[config.mk]
export PLATFORM = sky130hd
export DESIGN_NAME = suna_blink_flat
export DESIGN_NICKNAME = d
export VERILOG_FILES = /design/src/rtl/suna_pkg.sv /design/src/rtl/suna_blink_if.sv /design/src/rtl/suna_channel.sv /design/src/rtl/suna_blink.sv /design/src/flat_wrapper.sv
export SDC_FILE = /design/constraint.sdc
export NUM_CORES = 1
export LEC_CHECK = 0
export ABC_AREA = 1
export BUFFER_PORTS_ARGS = -buffer_cell sky130_fd_sc_hd__buf_4
export CAP_MARGIN = 20
export CORE_MARGIN = 8
export CORE_UTILIZATION = 45
export DETAILED_ROUTE_END_ITERATION = 12
export PLACE_DENSITY = 0.66
export SYNTH_ARGS = -nofsm -noshare
export SYNTH_HDL_FRONTEND = slang
export SYNTH_SLANG_ARGS = --single-unit
export TNS_END_PERCENT = 20
[constraint.sdc]
create_clock -name clock -period 2.1 [get_ports clock]
set_input_delay 0.315 -clock clock [delete_from_list [all_inputs] [get_ports clock]]
set_output_delay 0.315 -clock clock [all_outputs]
set_load 0.1 [all_outputs]
[src/rtl/suna_pkg.sv]
// Shared types and mode encodings for the suna_blink multi-channel indicator driver.
package suna_pkg;

  typedef enum logic [2:0] {
    ST_IDLE,
    ST_STEADY,
    ST_BLINK,
    ST_BURST,
    ST_HOLD
  } state_t;

  localparam logic [1:0] MODE_OFF    = 2'b00;
  localparam logic [1:0] MODE_STEADY = 2'b01;
  localparam logic [1:0] MODE_BLINK  = 2'b10;
  localparam logic [1:0] MODE_BURST  = 2'b11;

endpackage

[src/rtl/suna_blink_if.sv]
// Per-channel control/status bundle between the indicator controller and suna_blink.
interface suna_blink_if #(
  parameter int CHANNELS = 4,
  parameter int CNT_W    = 8
);
  logic [CHANNELS-1:0]       semnal;
  logic [2*CHANNELS-1:0]     mode;
  logic [CNT_W*CHANNELS-1:0] burst_len;
  logic [CHANNELS-1:0]       led;
  logic [CHANNELS-1:0]       busy;
  logic [CHANNELS-1:0]       done;

  modport master (output semnal, mode, burst_len, input  led, busy, done);
  modport slave  (input  semnal, mode, burst_len, output led, busy, done);
endinterface

[src/rtl/suna_channel.sv]
// One indicator channel: off / steady / blink / counted burst, stepped by the shared tick.
module suna_channel
  import suna_pkg::*;
#(
  parameter int CNT_W = 8
) (
  input  logic             clock,
  input  logic             reset_n,
  input  logic             i_tick,
  input  logic             i_semnal,
  input  logic [1:0]       i_mode,
  input  logic [CNT_W-1:0] i_len,
  output logic             o_led,
  output logic             o_busy,
  output logic             o_done
);

  state_t           r_state, w_state_nxt;
  logic             r_led, w_led_nxt;
  logic             r_busy, w_busy_nxt;
  logic             r_done, w_done_nxt;
  logic [CNT_W-1:0] r_rem, w_rem_nxt;

  always_ff @(posedge clock) begin
    if (!reset_n) begin
      r_state <= ST_IDLE;
      r_led   <= 1'b0;
      r_busy  <= 1'b0;
      r_done  <= 1'b0;
    end else begin
      r_state <= w_state_nxt;
      r_led   <= w_led_nxt;
      r_busy  <= w_busy_nxt;
      r_done  <= w_done_nxt;
    end
    r_rem <= w_rem_nxt;
  end

  always_comb begin
    w_state_nxt = r_state;
    w_led_nxt   = r_led;
    w_done_nxt  = 1'b0;
    w_rem_nxt   = r_rem;
    // Dropping the enable wins over everything, including a pending burst completion.
    if (!i_semnal) begin
      w_state_nxt = ST_IDLE;
      w_led_nxt   = 1'b0;
    end else begin
      case (r_state)
        ST_IDLE: begin
          w_rem_nxt = i_len;
          case (i_mode)
            MODE_STEADY: begin w_state_nxt = ST_STEADY; w_led_nxt = 1'b1; end
            MODE_BLINK:  begin w_state_nxt = ST_BLINK;  w_led_nxt = 1'b1; end
            MODE_BURST: begin
              if (i_len != '0) begin
                w_state_nxt = ST_BURST;
                w_led_nxt   = 1'b1;
              end else begin
                w_state_nxt = ST_HOLD;
                w_led_nxt   = 1'b0;
                w_done_nxt  = 1'b1;
              end
            end
            default: begin w_state_nxt = ST_HOLD; w_led_nxt = 1'b0; end
          endcase
        end
        ST_STEADY: w_led_nxt = 1'b1;
        ST_BLINK:  if (i_tick) w_led_nxt = !r_led;
        ST_BURST: begin
          if (i_tick) begin
            if (r_led) begin
              w_led_nxt = 1'b0;
              if (r_rem != '0) w_rem_nxt = r_rem - 1'b1;
              if (r_rem <= CNT_W'(1)) begin
                w_state_nxt = ST_HOLD;
                w_done_nxt  = 1'b1;
              end
            end else begin
              w_led_nxt = 1'b1;
            end
          end
        end
        ST_HOLD:  w_led_nxt = 1'b0;
        default: begin w_state_nxt = ST_IDLE; w_led_nxt = 1'b0; end
      endcase
    end
    w_busy_nxt = (w_state_nxt == ST_STEADY) || (w_state_nxt == ST_BLINK) ||
                 (w_state_nxt == ST_BURST);
  end

  assign o_led  = r_led;
  assign o_busy = r_busy;
  assign o_done = r_done;

endmodule

[src/rtl/suna_blink.sv]
// Multi-channel LED/buzzer driver: free-running half-period prescaler feeding CHANNELS channel FSMs.
module suna_blink
  import suna_pkg::*;
#(
  parameter int CHANNELS    = 4,
  parameter int HALF_PERIOD = 25_000_000,
  parameter int DIV_W       = 25,
  parameter int CNT_W       = 8
) (
  input  logic        clock,
  input  logic        reset_n,
  suna_blink_if.slave bus
);

  logic [DIV_W-1:0]    r_div;
  logic                w_tick;
  logic [CHANNELS-1:0] w_led, w_busy, w_done;

  assign w_tick = (r_div == DIV_W'(HALF_PERIOD - 1));

  always_ff @(posedge clock) begin
    if (!reset_n) begin
      r_div <= '0;
    end else if (w_tick) begin
      r_div <= '0;
    end else begin
      r_div <= r_div + 1'b1;
    end
  end

  for (genvar g = 0; g < CHANNELS; g++) begin : g_ch
    suna_channel #(.CNT_W(CNT_W)) u_ch (
      .clock    (clock),
      .reset_n  (reset_n),
      .i_tick   (w_tick),
      .i_semnal (bus.semnal[g]),
      .i_mode   (bus.mode[2*g +: 2]),
      .i_len    (bus.burst_len[CNT_W*g +: CNT_W]),
      .o_led    (w_led[g]),
      .o_busy   (w_busy[g]),
      .o_done   (w_done[g])
    );
  end

  assign bus.led  = w_led;
  assign bus.busy = w_busy;
  assign bus.done = w_done;

endmodule

[src/flat_wrapper.sv]
// flat-port wrapper written by rule: the top's interface ports become plain ports
module suna_blink_flat import suna_pkg::*;
#(
  parameter int CHANNELS    = 4,
  parameter int HALF_PERIOD = 25_000_000,
  parameter int DIV_W       = 25,
  parameter int CNT_W       = 8
)
  (clock, reset_n, bus_semnal, bus_mode, bus_burst_len, bus_led, bus_busy, bus_done);
  suna_blink_if #(.CHANNELS(CHANNELS), .CNT_W(CNT_W)) bus_i ();
  input  logic clock;
  input  logic reset_n;
  input wire logic [$bits(bus_i.semnal)-1:0] bus_semnal;
  input wire logic [$bits(bus_i.mode)-1:0] bus_mode;
  input wire logic [$bits(bus_i.burst_len)-1:0] bus_burst_len;
  output wire logic [$bits(bus_i.led)-1:0] bus_led;
  output wire logic [$bits(bus_i.busy)-1:0] bus_busy;
  output wire logic [$bits(bus_i.done)-1:0] bus_done;
  assign bus_i.semnal = bus_semnal;
  assign bus_i.mode = bus_mode;
  assign bus_i.burst_len = bus_burst_len;
  assign bus_led = bus_i.led;
  assign bus_busy = bus_i.busy;
  assign bus_done = bus_i.done;
  suna_blink #(.CHANNELS(CHANNELS), .HALF_PERIOD(HALF_PERIOD), .DIV_W(DIV_W), .CNT_W(CNT_W)) u_core (.clock(clock), .reset_n(reset_n), .bus(bus_i));
endmodule
Yosys cells after proc, flatten, opt, wreduce, memory -nomap -nowiden --
Cells that the tools add are included.
Word-level totals: output and inout bits 12, input port bits 46, word-level logic and storage cells 229, register bits after elaboration 81
Cells by class: order comparisons 4, equal/unequal tests 57, muxes and demuxes 92, bitwise logic cells 1, $add $sub $neg 5, reduce and logical (&&, ||, !) cells 49
Operators with widths (count):
- two-way mux 8 bit | 12
- one-hot mux 3 bit (3 select lines) | 8
- one-hot mux 8 bit (2 select lines) | 4
- nonzero test 8 bit | 8
- two-way mux 3 bit | 20
- equality test 3 x 2 -> 1 bit (second input constant) | 16
- two-way mux 1 bit | 36
- less-or-equal comparator 8 x 1 -> 1 bit (second input constant) | 4
- subtractor 8 x 1 -> 8 bit (second input constant) | 4
- adder 25 x 1 -> 25 bit (second input constant) | 1
- equality test 25 bit (second input constant) | 1
- equality test 3 x 1 -> 1 bit (second input constant) | 8
- != test 2 bit (second input constant) | 10
- AND reduction 5 bit | 4
- equality test 2 bit (second input constant) | 8
- one-hot mux 1 bit (2 select lines) | 8
- one-hot mux 1 bit (4 select lines) | 4
- AND reduction 2 bit | 8
- equality test 3 bit (second input constant) | 4
- logical NOT 3 bit | 4
- != test 2 x 1 -> 1 bit (second input constant) | 6
- OR reduction 3 bit | 4
- OR reduction 2 bit | 5
- equality test 2 x 1 -> 1 bit (second input constant) | 4
- 4 further kinds | 17

Logic depth before layout (Yosys ltp) --
Gate-level depths: netlist of the first run.
depth in word-level cells 9, mapped depth 14, depth with buffers taken out 14

Hierarchy --
A second synthesis of the first run with hierarchy kept.
Second synthesis, totals: cells, all modules 717, area total of the unflattened synthesis 5191.2 um^2
By module, submodules not included:
- suna_channel (u_core.g_ch[0].u_ch ...) | area each 977.2 um^2, cells each 128, seq. area each 360.3 um^2, times used 2
- suna_blink | area each 1370.1 um^2, cells each 205, seq. area each 500.5 um^2, times used 1
- suna_channel (u_core.g_ch[3].u_ch) | area each 942.2 um^2, cells each 128, seq. area each 360.3 um^2, times used 1
- suna_channel (u_core.g_ch[2].u_ch) | area each 924.6 um^2, cells each 128, seq. area each 360.3 um^2, times used 1

Least setup slack after synthesis of the first run --
No wires, ideal clock.
path type reg2reg, from register u_core.r_div[0], to register u_core.g_ch[2].u_ch.r_rem[0], enable pin, slack -0.021 ns, data required time 1.725 ns, clock period less this slack 2.121 ns, arrival time 1.746 ns, buffers on the path 0, library setup time 0.375 ns, cell stages (with the launch flop) 10, cells stage by stage dfxtp_1 > ha_1 > nand2_1 > nor2_4 > nand2_2 > nor2_2 > nand3b_1 > nor3_1 > nand2_1 > a21oi_1
On the way: word-level cells in the longest chain between the ends 3
RTL lines:
- from (decl) | RTL line suna_blink.sv:15 | logic [DIV_W-1:0] r_div;
- from (signal assigned) | RTL line suna_blink.sv:27 | r_div <= r_div + 1'b1;
- equality test 25 bit | RTL line suna_blink.sv:19 | assign w_tick = (r_div == DIV_W'(HALF_PERIOD - 1));
- != test 2 x 1 -> 1 bit (no source line)
- AND reduction 5 bit (no source line)
- to (signal assigned) | RTL line suna_channel.sv:36 | r_rem <= w_rem_nxt;
- to (decl) | RTL line suna_channel.sv:22 | logic [CNT_W-1:0] r_rem, w_rem_nxt;
No other way between the ends. A chain may end at the register's enable or synchronous reset.

Final worst setup path of the first run --
from register u_core.r_div[0], to register u_core.g_ch[1].u_ch.r_rem[1], enable pin
On the way: word-level cells in the longest chain between the ends 3
RTL lines (RTL line):
- equality test 25 bit | suna_blink.sv:19
- != test 2 x 1 -> 1 bit (no source line)
- AND reduction 5 bit (no source line)
- to (signal assigned) | suna_channel.sv:36
- to (decl) | suna_channel.sv:22
No other way between the ends.

==> results_dict.tcl, run 1 <==
set metrics [dict create \
    tns_ns 0 \
    synth_area_per_cell_um2 6.95 \
    path_class "flop to flop" \
    fmaxAchievable_ghz 0.487 \
    io_pins 58 \
    async_reset_ff_share_pct 0 \
    path_clk_slew_ns 0.06 \
    synth_edf_count 32 \
    ys_ff_latch 81 \
    synth.area.top_cells "dfxtp_1, edfxtp_1, nand2_1" \
    min_path_type "input pin to flop" \
    die_y_um 124 \
    cts_buffers 9 \
    leakage_nw 2.81 \
    antenna_found_initial 0 \
    end_kind "flop" \
    yosys.area_share.simple_pct 33.2 \
    fp-row-count 39 \
    syn_to_final_growth_pct 18.6 \
    clock_sinks 81 \
    yosysWarnings 0 \
    synth_compound_area_share_pct 10.5 \
    cts_tree "done" \
    dp_hpwl_um 9560 \
    ir_drop_v 0.000400 \
    path_cells "ha_4 > nand2_4 > nor2_4 > nand2_2 > nor2_2 > nand3b_1 > buf_6 > nor3_4 > nand2_1 > a21oi_1 > buf_4" \
    grt_pass1_vias 4633 \
    max_slew_margin_pct 73.2 \
    synth_top_family_by_area "simple AND/OR/NAND/NOR gates" \
    drt_wl_total_um 12100 \
    required_ns 2.14 \
    synth_nets 817 \
    h-tree-depth 3 \
    crit_cells 11 \
    synthAdderAreaFrac_pct 5.04 \
    grt_pass1_wl_um 20300 \
    skew_ns 0.00706 \
    gp_congestion 0.860 \
    cts_root_buf "clkbuf_16" \
    synth_xor_area_share_pct 3.19 \
    vias 4795 \
    synth_top_area_cell "dfxtp_1" \
    wl_per_cell_um 12.5 \
    hold_viol_final 0 \
    synth_common_cells "nand2_1, inv_1, nor2_1" \
    drtIter0Drc 331 \
    drtAntennaViolNets 0 \
    startpoint_type "flop" \
    core_um2 11400 \
    drc_errors 0 \
    hold_depth 3 \
    critPathBufInv 2 \
    slowest_delay_ns 0.36 \
    dieArea_um2 15300 \
    p_per_area_nw_per_um2 619 \
    synth.most_common_cell "nand2_1" \
    status "completed" \
    p_total_mw 3.83 \
    grt_max_degree 26 \
    viasPerCell 4.96 \
    drive_gt1_share_pct 16.5 \
    die_w_um 124 \
    yosysUniqueCellTypes 39 \
    clk-insertion-delay-late_ns 0.34 \
    timing.final.crit_share_pct 97.7 \
    final_nets 887 \
    worst_slew_pin_slew_ns 0.398 \
    cpLargestDelayFamily "simple AND/OR/NAND/NOR gates" \
    hold-worst-slack_ns 0.263 \
    seq_area_frac_synth_pct 37.2 \
    synth_ff_type "dfxtp_1" \
    synth_mux_area_share_pct 0 \
    worstPathArrival_ns 2.09 \
    port_buffers 57 \
    yosysTopAreaCellShare_pct 18.8 \
    ctsHoldBuffers 0 \
    crit_slowest_cell "dfxtp_4" \
    drv_slew 0 \
    postSynthCellCount 750 \
    num_antenna_cells 0 \
    clock_path_buffers 2 \
    start_util_pct 45.9 \
    worst-r2r-cell-count 11 \
    synth_area_um2 5210 \
    first_pass_iters 5 \
    fin_util_pct 54.4 \
    drv_cap 0 \
    track_usage_pct 16.4 \
    overflow 0 \
    setup_violations 0 \
    min_period_ns 2.05 \
    rsz0062_at_grt "true" \
    crit_path_max_fanout 8 \
]
[per-stage QoR]
step / cell area (um^2) / worst slack (ns) / cells
global route: 6180 / -0.0717 / 967
CTS: 6100 / 0.0285 / 966
floorplan: 5220 / -0.0211 / 750
global placement: 5840 / 0.0861 / 951
finish: 6180 / 0.0483 / 967
detailed placement: 5840 / 0.0462 / 951
[layer usage]
layer	wire [um]	part of all wire (%)	GRT usage, %	up-vias
li1	-	-	-	2523
met1	5840	48	21.2	2137
met2	5400	45	26.2	110
met3	584	4.8	2.72	25
met4	246	2.0	7.60	0
met5	0	0	0	-
[worst paths after layout]
kind,start,to,slack (ns)
max reg2reg,u_core.r_div[0],u_core.g_ch[1].u_ch.r_rem[1],0.05
min reg2reg,u_core.r_div[0],u_core.r_div[0],0.44
min,bus_burst_len[27],u_core.g_ch[3].u_ch.r_rem[3],0.26
max,u_core.r_div[0],u_core.g_ch[1].u_ch.r_rem[1],0.05
[cell usage in the layout, fill, tap and decap left out, types with 5 or more instances in the layout]
master / synthesis / final
nand2_2: 6 / 6
dfxtp_1: 49 / 44
o21ai_0: 37 / 37
nor2_2: 5 / 6
buf_4: 12 / 74
nor3_1: 27 / 23
edfxtp_1: 32 / 32
nand2_1: 185 / 184
a31oi_1: 9 / 9
xor2_1: 14 / 14
nand3_1: 31 / 31
nor3b_1: 5 / 5
nor2_1: 108 / 107
inv_1: 113 / 113
xnor2_1: 5 / 5
nor3_2: 4 / 7
ha_1: 21 / 20
o21bai_1: 6 / 6
a21oi_1: 46 / 44
clkbuf_16: 0 / 9
[logic make-up after synthesis]
family                   count (synthesis)
XOR/XNOR                                19
AND/OR/NAND/NOR                        392
AO/OA/AOI/OAI                          102
adder cells (fa/ha/maj)                 21
buffers and inverters                  135
flip-flops                              81
[final cells by class]
| cell class | instances | area, um^2 |
|---|---|---|
| Clock buffer | 14 | 254 |
| Fill cell | 1076 | 5190 |
| Tap cell | 143 | 179 |
| Multi-Input combinational cell | 534 | 2770 |
| Inverter | 117 | 439 |
| Clock inverter | 1 | 5.00 |
| Timing Repair Buffer | 77 | 589 |
| Sequential cell | 81 | 1950 |
[worst reg2reg max path, delay by kind of cell, from the launching register on]
family                   cells  cell delay (ns)
AO/OA/AOI/OAI                1             0.12
AND/OR/NAND/NOR              7             0.74
buffers and inverters        2             0.39
adder cells (fa/ha/maj)      1             0.15
flip-flops                   1             0.36
[registers in the layout, summed over array words and instances (netlist names)]
name                      flops
u_core.g_ch.u_ch.r_state     12
u_core.g_ch.u_ch.o_led        4
u_core.r_div                 25
u_core.g_ch.u_ch.o_done       4
u_core.g_ch.u_ch.o_busy       4
u_core.g_ch.u_ch.r_rem       32
[power breakdown]
group | switching [mW] | internal (mW) | leakage, nW | total (mW)
clock network | 0.573 | 0.826 | 0.127 | 1.40
logic | 0.405 | 0.230 | 1.97 | 0.635
registers | 0.0627 | 1.73 | 0.707 | 1.80
total | 1.04 | 2.79 | 2.81 | 3.83
[timing repair]
action | 4_1_cts | 5_1_grt
resized for setup | 0 | 20
setup endpoints to repair | 0 | 33
buffers inserted | 0 | 1
Note: power is estimated with default switching activity, not from simulation.
==> run 2: changes to the inputs <==
==> constraint.sdc (replaced) <==
create_clock -name clock -period 1.6 [get_ports clock]
set_input_delay 0.24 -clock clock [delete_from_list [all_inputs] [get_ports clock]]
set_output_delay 0.24 -clock clock [all_outputs]
set_load 0.1 [all_outputs]
==> run 2 against run 1 <==
  * Maximum frequency up 6.4%
  * Largest power group unchanged
  * Final cell count grew 9.3%
  * Sequential power is 31% higher
  * Flip-flop and latch count unchanged
  * Critical path type unchanged
  * Critical path depth down 1
  * The run now ends with setup timing left
==> results_dict.tcl, run 2 (synthesized netlist as in run 1, its figures left out) <==
set metrics [dict create \
    die_y_um 124 \
    register_area_um2 1940 \
    hold_viol_final 0 \
    grt_pass1_vias 5073 \
    die_w_um 124 \
    viasPerCell 4.93 \
    drv_slew 0 \
    final_cell_mix "nand2_1, buf_4, inv_1" \
    rsz0062_at_grt "true" \
    p_total_mw 5.21 \
    port_buffers 57 \
    path_class "flop to flop" \
    status "finished, violations left" \
    fp-row-count 39 \
    drc_errors 0 \
    reg2reg_slack_ns -0.33 \
    timing.rr.end "u_core.g_ch[0].u_ch.r_rem[5]" \
    required_ns 1.62 \
    core_um2 11400 \
    n_fill_cell 999 \
    min_period_ns 1.93 \
    end_kind "flop" \
    start_util_pct 45.9 \
    drtAntennaViolNets 0 \
    leakage_nw 3.31 \
    grt_pass1_wl_um 22000 \
    cts_tree "done" \
    gp_congestion 0.903 \
    largestRegisters "u_core.g_ch.u_ch.r_rem x32, u_core.r_div x25, u_core.g_ch.u_ch.r_state x12" \
    drv_cap 0 \
    top_register "u_core.g_ch.u_ch.r_rem" \
    cts_buffers 9 \
    hold_depth 3 \
    track_usage_pct 17.8 \
    num_antenna_cells 0 \
    h-tree-depth 3 \
    setup_violations 42 \
    ir_drop_v 0.000485 \
    drive_gt1_share_pct 30.1 \
    clk-insertion-delay-late_ns 0.34 \
    max_slew_margin_pct 68.7 \
    regToRegStartpoint "u_core.r_div[0]" \
    path_clk_slew_ns 0.06 \
    dieArea_um2 15300 \
    cp-startpoint "u_core.r_div[0]" \
    drtIter0Drc 339 \
    largest_reg_flops 32 \
    worstPathArrival_ns 1.95 \
    drt_wl_total_um 13500 \
    failed_checks "setup timing" \
    worst_slew_pin_slew_ns 0.466 \
    cp-endpoint "u_core.g_ch[0].u_ch.r_rem[5]" \
    overflow 0 \
    fin_util_pct 62.7 \
    skew_ns 0.00622 \
    worst-r2r-cell-count 10 \
    p_per_area_nw_per_um2 731 \
    clock_path_buffers 2 \
    hold-worst-slack_ns 0.177 \
    vias 5216 \
    final_nets 976 \
    cts_root_buf "clkbuf_16" \
    crit_path_max_fanout 8 \
    startpoint_type "flop" \
    ctsHoldBuffers 0 \
    timing.final.crit_share_pct 121 \
    io_pins 58 \
    final_common_cell "nand2_1" \
    syn_to_final_growth_pct 36.7 \
    fmaxAchievable_ghz 0.519 \
    grt_max_degree 16 \
    multi_input_area_um2 3020 \
    wl_per_cell_um 12.8 \
    dp_slack_ns -0.466 \
    min_path_type "input pin to flop" \
    dp_hpwl_um 10500 \
    timing.final.ws_setup_ns -0.328 \
    antenna_found_initial 0 \
    first_pass_iters 4 \
    clock_sinks 81 \
]
## run 2: cell types whose count changed in the layout (fill, tap and decap cells not counted), sizes merged
cell      delta
buf         +89
clkbuf       -4
clkinvlp     +3
clkinv       +2
## run 2: layout make-up
class | instances | share of cell area [%]
flip-flops and latches | 81 | 27.3
inverters | 117 | 6.16
clock inverters | 6 | 0.491
multi-input cells | 534 | 42.4
repair buffers | 166 | 18.0
clock buffers | 10 | 3.21
well taps | 143 | 2.51
## run 2: what timing repair did
item,4_1_cts,5_1_grt
setup endpoints to repair,68,89
resized for setup,16,51
pin swaps,7,2
buffers inserted,3,2
## run 2: worst min path at each step
stage                      startpoint                              to  slack (ns)
floorplan                     reset_n  u_core.g_ch[3].u_ch.r_state[2]        0.37
global placement      u_core.r_div[0]                 u_core.r_div[0]        0.51
detailed placement    u_core.r_div[0]                 u_core.r_div[0]        0.53
CTS                 bus_burst_len[11]    u_core.g_ch[1].u_ch.r_rem[3]        0.18
global route        bus_burst_len[19]    u_core.g_ch[2].u_ch.r_rem[3]        0.19
finish              bus_burst_len[19]    u_core.g_ch[2].u_ch.r_rem[3]        0.18
## run 2: report_power, final
part           switching (mW)  internal (mW)  total [mW]
combinational           0.590          0.392       0.983
clock                   0.833           1.04        1.87
sequential             0.0828           2.27        2.36
## run 2: routing by layer
metal,vias up,part of all wire [%],global-route usage [%]
li1,2704,-,-
met4,0,1.9,7.45
met2,104,49,30.7
met3,20,4.4,2.67
met5,-,0,0
met1,2388,44,21.7
## run 2: worst max-delay path: stages, from the launching register on
cell      delay (ns)
dfxtp_2         0.35
ha_4            0.15
nand2_4         0.06
nor2_4          0.11
nand2_2         0.08
nor2_4          0.09
nand3b_1        0.12
buf_4           0.17
nor3_4          0.14
nand2_2         0.09
a21oi_4         0.26
## run 2: per-stage QoR
stage	setup TNS (ns)	area [um^2]	cells
floorplan	-6.62	5290	750
global placement	-10.58	6570	1036
detailed placement	-14.13	6570	1036
CTS	-9.90	6930	1055
global route	-16.96	7130	1057
finish	-9.63	7130	1057
